==> config.mk <==
export PLATFORM = sky130hd
export DESIGN_NAME = clkdiv_ratio
export DESIGN_NICKNAME = d
export VERILOG_FILES = /design/src/rtl/clkdiv_pkg.sv /design/src/rtl/clkdiv_channel.sv /design/src/rtl/clkdiv_ratio.sv
export SDC_FILE = /design/constraint.sdc
export NUM_CORES = 1
export LEC_CHECK = 0
export ABC_AREA = 1
export CORE_ASPECT_RATIO = 0.75
export CORE_UTILIZATION = 34
export DETAILED_ROUTE_END_ITERATION = 10
export GPL_TIMING_DRIVEN = 0
export PLACE_DENSITY_LB_ADDON = 0.2
export SLEW_MARGIN = 20
export SYNTH_ARGS = -nofsm -noshare
export SYNTH_HDL_FRONTEND = slang
export SYNTH_SLANG_ARGS = --single-unit
export TNS_END_PERCENT = 30
==> constraint.sdc <==
create_clock -name clk -period 1.7 [get_ports clk]
set_input_delay 0.425 -clock clk [delete_from_list [all_inputs] [get_ports clk]]
set_output_delay 0.425 -clock clk [all_outputs]
set_load 0.005 [all_outputs]
==> src/rtl/clkdiv_pkg.sv <==
// Shared constants, level conversion and output-mode type for the clock divider.
// Thresholds and levels are kept in millivolts and scaled to the sample format where used.
package clkdiv_pkg;

  localparam int SCHMITT_HI = 2000;
  localparam int SCHMITT_LO = 500;
  localparam int OUT_HI     = 5000;
  localparam int OUT_LO     = 0;

  typedef enum logic {
    MODE_GATE = 1'b0,
    MODE_TRIG = 1'b1
  } out_mode_t;

  function automatic int FROM_MV(input int mv, input int fp_offset);
    return mv * (1 << fp_offset);
  endfunction

endpackage

==> src/rtl/clkdiv_channel.sv <==
// One divider channel: phase counter, trigger timer and registered output level.
// All state advances only on strobe; the output reflects the post-strobe state.
module clkdiv_channel
  import clkdiv_pkg::*;
#(
  parameter int DIV       = 1,
  parameter int DIV_WIDTH = 8,
  parameter int TRIG_LEN  = 48,
  parameter int W         = 16
) (
  input  logic      clk,
  input  logic      rst_n,
  input  logic      strobe,
  input  logic      clk_edge,
  input  logic      rst_edge,
  input  logic      in0_state,
  input  out_mode_t mode,
  output logic      out_hi
);

  localparam int TW = $clog2(TRIG_LEN + 1);
  localparam logic [DIV_WIDTH-1:0] LAST = DIV_WIDTH'(DIV - 1);
  localparam logic [DIV_WIDTH-1:0] HALF = DIV_WIDTH'((DIV + 1) / 2);

  if (DIV < 1 || DIV > (1 << DIV_WIDTH) - 1) begin : g_bad_div
    $error("clkdiv_channel: DIV must be in 1..2^DIV_WIDTH-1");
  end
  if (TRIG_LEN < 1 || W < 2) begin : g_bad_trig
    $error("clkdiv_channel: TRIG_LEN must be at least 1");
  end

  logic [DIV_WIDTH-1:0] count, count_next;
  logic [TW-1:0]        timer, timer_next;
  logic                 phase0;
  logic                 level;

  // Reset edge wins over a coincident clock edge, which then lands on phase 0.
  always_comb begin
    count_next = count;
    timer_next = timer;
    phase0     = 1'b0;
    if (strobe) begin
      if (rst_edge && clk_edge) begin
        count_next = '0;
        phase0     = 1'b1;
      end else if (rst_edge) begin
        count_next = LAST;
      end else if (clk_edge) begin
        phase0     = (count == LAST);
        count_next = (count == LAST) ? '0 : count + 1'b1;
      end
      if (phase0) begin
        timer_next = TW'(TRIG_LEN);
      end else if (timer != '0) begin
        timer_next = timer - 1'b1;
      end
    end
  end

  always_comb begin
    level = 1'b0;
    if (mode == MODE_TRIG) begin
      level = (timer_next != '0);
    end else if (DIV == 1) begin
      level = in0_state;
    end else begin
      level = (count_next < HALF);
    end
  end

  always_ff @(posedge clk or negedge rst_n) begin
    if (!rst_n) begin
      count  <= LAST;
      timer  <= '0;
      out_hi <= 1'b0;
    end else begin
      count <= count_next;
      timer <= timer_next;
      if (strobe) begin
        out_hi <= level;
      end
    end
  end

endmodule

==> src/rtl/clkdiv_ratio.sv <==
// Four-output eurorack clock divider: Schmitt inputs, reset synchroniser and four channels.
// in0 is the clock, in1 re-phases all dividers, in2 selects gate or trigger outputs.
module clkdiv_ratio
  import clkdiv_pkg::*;
#(
  parameter int W         = 16,
  parameter int FP_OFFSET = 2,
  parameter int DIV_WIDTH = 8,
  parameter int DIV0      = 1,
  parameter int DIV1      = 2,
  parameter int DIV2      = 4,
  parameter int DIV3      = 8,
  parameter int TRIG_LEN  = 48
) (
  input  logic                clk,
  input  logic                rst_n,
  input  logic                sample_strobe,
  input  logic signed [W-1:0] sample_in0,
  input  logic signed [W-1:0] sample_in1,
  input  logic signed [W-1:0] sample_in2,
  input  logic signed [W-1:0] sample_in3,
  output logic signed [W-1:0] sample_out0,
  output logic signed [W-1:0] sample_out1,
  output logic signed [W-1:0] sample_out2,
  output logic signed [W-1:0] sample_out3
);

  localparam logic signed [W-1:0] TH_HI  = W'(FROM_MV(SCHMITT_HI, FP_OFFSET));
  localparam logic signed [W-1:0] TH_LO  = W'(FROM_MV(SCHMITT_LO, FP_OFFSET));
  localparam logic signed [W-1:0] LVL_HI = W'(FROM_MV(OUT_HI, FP_OFFSET));
  localparam logic signed [W-1:0] LVL_LO = W'(FROM_MV(OUT_LO, FP_OFFSET));

  function automatic int div_of(input int k);
    case (k)
      0:       return DIV0;
      1:       return DIV1;
      2:       return DIV2;
      default: return DIV3;
    endcase
  endfunction

  logic [1:0]          rst_sync;
  logic                strobe;
  logic signed [W-1:0] smp [3];
  logic [2:0]          st, st_next, rise;
  logic [3:0]          hi;
  out_mode_t           mode;
  logic                unused_in3;

  assign unused_in3 = ^sample_in3;
  assign smp[0]     = sample_in0;
  assign smp[1]     = sample_in1;
  assign smp[2]     = sample_in2;

  // Strobes are held off until reset release has passed through two flops.
  always_ff @(posedge clk or negedge rst_n) begin
    if (!rst_n) begin
      rst_sync <= 2'b00;
    end else begin
      rst_sync <= {rst_sync[0], 1'b1};
    end
  end

  assign strobe = sample_strobe & rst_sync[1];

  always_comb begin
    st_next = st;
    if (strobe) begin
      for (int i = 0; i < 3; i++) begin
        if (smp[i] > TH_HI) begin
          st_next[i] = 1'b1;
        end else if (smp[i] < TH_LO) begin
          st_next[i] = 1'b0;
        end
      end
    end
  end

  assign rise = st_next & ~st;
  assign mode = st_next[2] ? MODE_TRIG : MODE_GATE;

  always_ff @(posedge clk or negedge rst_n) begin
    if (!rst_n) begin
      st <= '0;
    end else begin
      st <= st_next;
    end
  end

  for (genvar k = 0; k < 4; k++) begin : g_ch
    clkdiv_channel #(
      .DIV       (div_of(k)),
      .DIV_WIDTH (DIV_WIDTH),
      .TRIG_LEN  (TRIG_LEN),
      .W         (W)
    ) u_ch (
      .clk       (clk),
      .rst_n     (rst_n),
      .strobe    (strobe),
      .clk_edge  (rise[0]),
      .rst_edge  (rise[1]),
      .in0_state (st_next[0]),
      .mode      (mode),
      .out_hi    (hi[k])
    );
  end

  assign sample_out0 = hi[0] ? LVL_HI : LVL_LO;
  assign sample_out1 = hi[1] ? LVL_HI : LVL_LO;
  assign sample_out2 = hi[2] ? LVL_HI : LVL_LO;
  assign sample_out3 = hi[3] ? LVL_HI : LVL_LO;

endmodule

==> results of run 1 <==
==> sequential cells by signal (all words and copies together), names as in the netlist <==
name	cells
g_ch.u_ch.out_hi	4
g_ch.u_ch.count	32
st	3
rst_sync	2
g_ch.u_ch.timer	24
==> critical path: stages, from the launching register on <==
cell and delay [ps]:
dfrtp_1 370, nand2_4 120, nor2_4 140, buf_6 140, nand4_4 190, buf_6 210, nand2_1 50, nand3_1 110
nand2_1 100, inv_1 50, nand2_1 60, nor2_2 50, nor2_2 100, a21oi_2 60
==> final timing paths <==
kind	cells past startpoint	start	to	slack, ps
worst max register to register	13	rst_sync[1]	g_ch[1].u_ch.out_hi	-170
worst min register to register	0	rst_sync[0]	rst_sync[1]	360
min in group asynchronous	2	rst_n	g_ch[3].u_ch.count[5]	510
max in group asynchronous	3	rst_n	g_ch[3].u_ch.count[1]	620
worst min-delay path	0	rst_sync[0]	rst_sync[1]	360
worst max-delay path	13	rst_sync[1]	g_ch[1].u_ch.out_hi	-170
==> cell usage after synthesis (2+ instances only) <==
cell type  count  area share
nor2_2         3      0.0038
dfstp_2        6       0.032
a21boi_1       2      0.0031
nor3_1        17       0.017
xnor2_1        9       0.016
o211ai_2       2      0.0051
nand3_4        2      0.0072
nor4_1         3      0.0038
buf_6          2      0.0046
conb_1         2      0.0015
nand3_1       50       0.051
nand2_2        2      0.0026
nand4_1       20       0.026
dfrtp_1       59        0.30
nand2_1      162        0.12
or2_2          6      0.0077
buf_4         65        0.10
clkbuf_1       3      0.0023
ha_1          14       0.036
a31oi_1        5      0.0064
nor2_1        74       0.057
o22ai_1        5      0.0064
a21oi_1       18       0.018
inv_2          4      0.0031
nand3b_1       2      0.0031
buf_2          6      0.0061
xor2_1        19       0.034
inv_1         85       0.065
o21ai_0       13       0.013
o21ai_1        8      0.0082
==> repair_timing <==
item                                   in CTS  in global routing
endpoints found under the hold margin      12                  0
cloned                                      6                  1
pin swaps                                  65                 56
setup buffers                              36                 15
resized for setup                         191                 86
setup endpoints to repair                  82                 25
hold buffers                                1                  0
==> cell type report <==
| class | count | area share |
|---|---|---|
| repair buffers | 128 | 0.155 |
| clock inverters | 7 | 0.0225 |
| clock buffers | 9 | 0.0305 |
| flip-flops and latches | 65 | 0.221 |
| inverters | 90 | 0.0462 |
| well taps | 175 | 0.0296 |
| multi-input cells | 498 | 0.413 |
| plain buffers | 76 | 0.0826 |
==> cells by family (layout without fill, tap and decap cells) <==
group                    Yosys count  in the layout  synth area share
other                              2             45           0.00154
adder cells (fa/ha/maj)           14             14            0.0359
buffers and inverters            166            310             0.182
XOR/XNOR                          28             28            0.0502
AO/OA/AOI/OAI                     59             59            0.0707
flip-flops                        65             65             0.334
AND/OR/NAND/NOR                  350            352             0.325
==> through the flow <==
step                      TNS (ps)  total power [mW]  hold WS, ps
after CTS                    -1750              8.59          351
after global placement     -178590              5.81          332
after floorplan               -139              4.91          129
final                        -1520              9.05          357
after detailed placement    -41520              5.83          329
after global routing         -2680              9.73          358
==> layer usage <==
| metal | global-route usage | wire length, um |
|---|---|---|
| met4 | 0.0353 | 88 |
| met5 | 0 | 0 |
| met2 | 0.272 | 5930 |
| met3 | 0.0436 | 883 |
| met1 | 0.253 | 6600 |
==> power by group <==
group	internal, mW	switching, mW	leakage (nW)
Clock	1.73	0.729	0.186
Combinational	1.88	2.04	2.77
Sequential	2.11	0.563	0.784
==> metrics.md, run 1 <==
| Metric | Value |
|---|---|
| Status | finished with violations |
| Failing checks | negative setup slack |
| Initial Util | 0.352 |
| Critical path arrival | 2090 ps |
| Pre-antenna DRT Iters | 4 |
| Port-buffer cells | 70 |
| Hold crit path type | register to register |
| Final setup margin | -174 ps |
| Core ar. | 0.0139 mm2 |
| Diodes inserted | 0 |
| Die Ht | 106 um |
| Cells after Synth | 684 |
| Largest net degree at the start of global routing | 50 |
| Vias in the first global route | 4251 |
| DR WL/cell | 12.9 um |
| Dpl ws | -1100 ps |
| Most frequent cells in the layout | 131 x nand2_1, 123 x buf_4, 77 x inv_1 |
| Post-layout util | 0.532 |
| Final hold vios | 0 |
| Startpoint types | register |
| Placed Area | 0.00601 mm2 |
| Synth-to-layout area growth | 51.3% |
| Fmax | 534 MHz |
| Top FF cell, synth | dfrtp_1 |
| Async SR Flop Fraction | 1.00 |
| Clock Tree Buf Depth | 2 |
| Design area | 0.00739 mm2 |
| Crit path kind | register to register |
| Inst Count DP | 973 |
| Yosys cell types | 46 |
| Final Net Count | 949 |
| Routability cong. | 0.830 |
| Synthesized area | 0.00489 mm2 |
| Worst skew pair latency | 340 ps |
| Required @ worst endpoint | 1920 ps |
| Routed Antenna Nets | 0 |
| #FFs+latches synth | 65 |
| P_leak | 3.74 nW |
| Die Area | 0.0149 mm2 |
| Number of remaining DRC errors | 0 |
| Commonest non-fill, non-tap cell in the layout | nand2_1 |
| Floorplan row count | 37 |
| Fraction of layout cells with a size suffix above 1 | 0.378 |
| CTS Buf Count | 9 |
| Final Slew Violations | 0 |
| Clk_skew | 7.39 ps |
| CTS clk-pin slew, worst paths | 60 ps |
| Fin crit share | 1.10 |
| Max-cap violations | 0 |
| I/O pins | 131 |
| GRT Total Usage | 0.178 |
| Synthesis Warnings | 0 |
| Routed WL | 13500 um |
| Post-synth EDFFs | 0 |
| Total clock sinks | 65 |
| Seq. cell area | 0.00164 mm2 |
| Filler cells | 1320 |
| Avg Vias per Cell | 4.59 |
| Fin cells | 1048 |
| VDD IR-drop max | 0.000624 V |
| H-tree Lvls | 3 |
| Initial antenna violation count | 0 |
| Setup crit end kind | register |
| Multi-input logic area | 0.00305 mm2 |
| Setup violators final | 10 |
| Via count | 4811 |
| Sequential-to-total area share from yosys stat | 0.334 |
| CTS tree | built |
| Min Tclk post-route | 1870 ps |
| Crit-path max FO | 6 |
| Root Buffer Master | clkbuf_16 |
| Grt ovf | 0 |
| Die width | 140 um |
| Synth Area per Inst | 7.14 um2 |
| Drt first-iter violations | 319 |
| P per Cell Area | 1220 mW/mm2 |
| Dpl hpwl | 8870 um |
| RSZ-0062 raised after global routing | true |
| First-pass GRT wire length | 20900 um |
Power figures use the tool's default switching activity.
==> inputs of run 2 (changes only) <==
--- a/config.mk
+++ b/config.mk
@@ -6,6 +6,7 @@
 export NUM_CORES = 1
 export LEC_CHECK = 0
 export ABC_AREA = 1
+export CAP_MARGIN = 10
 export CORE_ASPECT_RATIO = 0.75
 export CORE_UTILIZATION = 34
 export DETAILED_ROUTE_END_ITERATION = 10
==> results of run 2 <==
Final layout, timing and power as in run 1 (identical DEF).
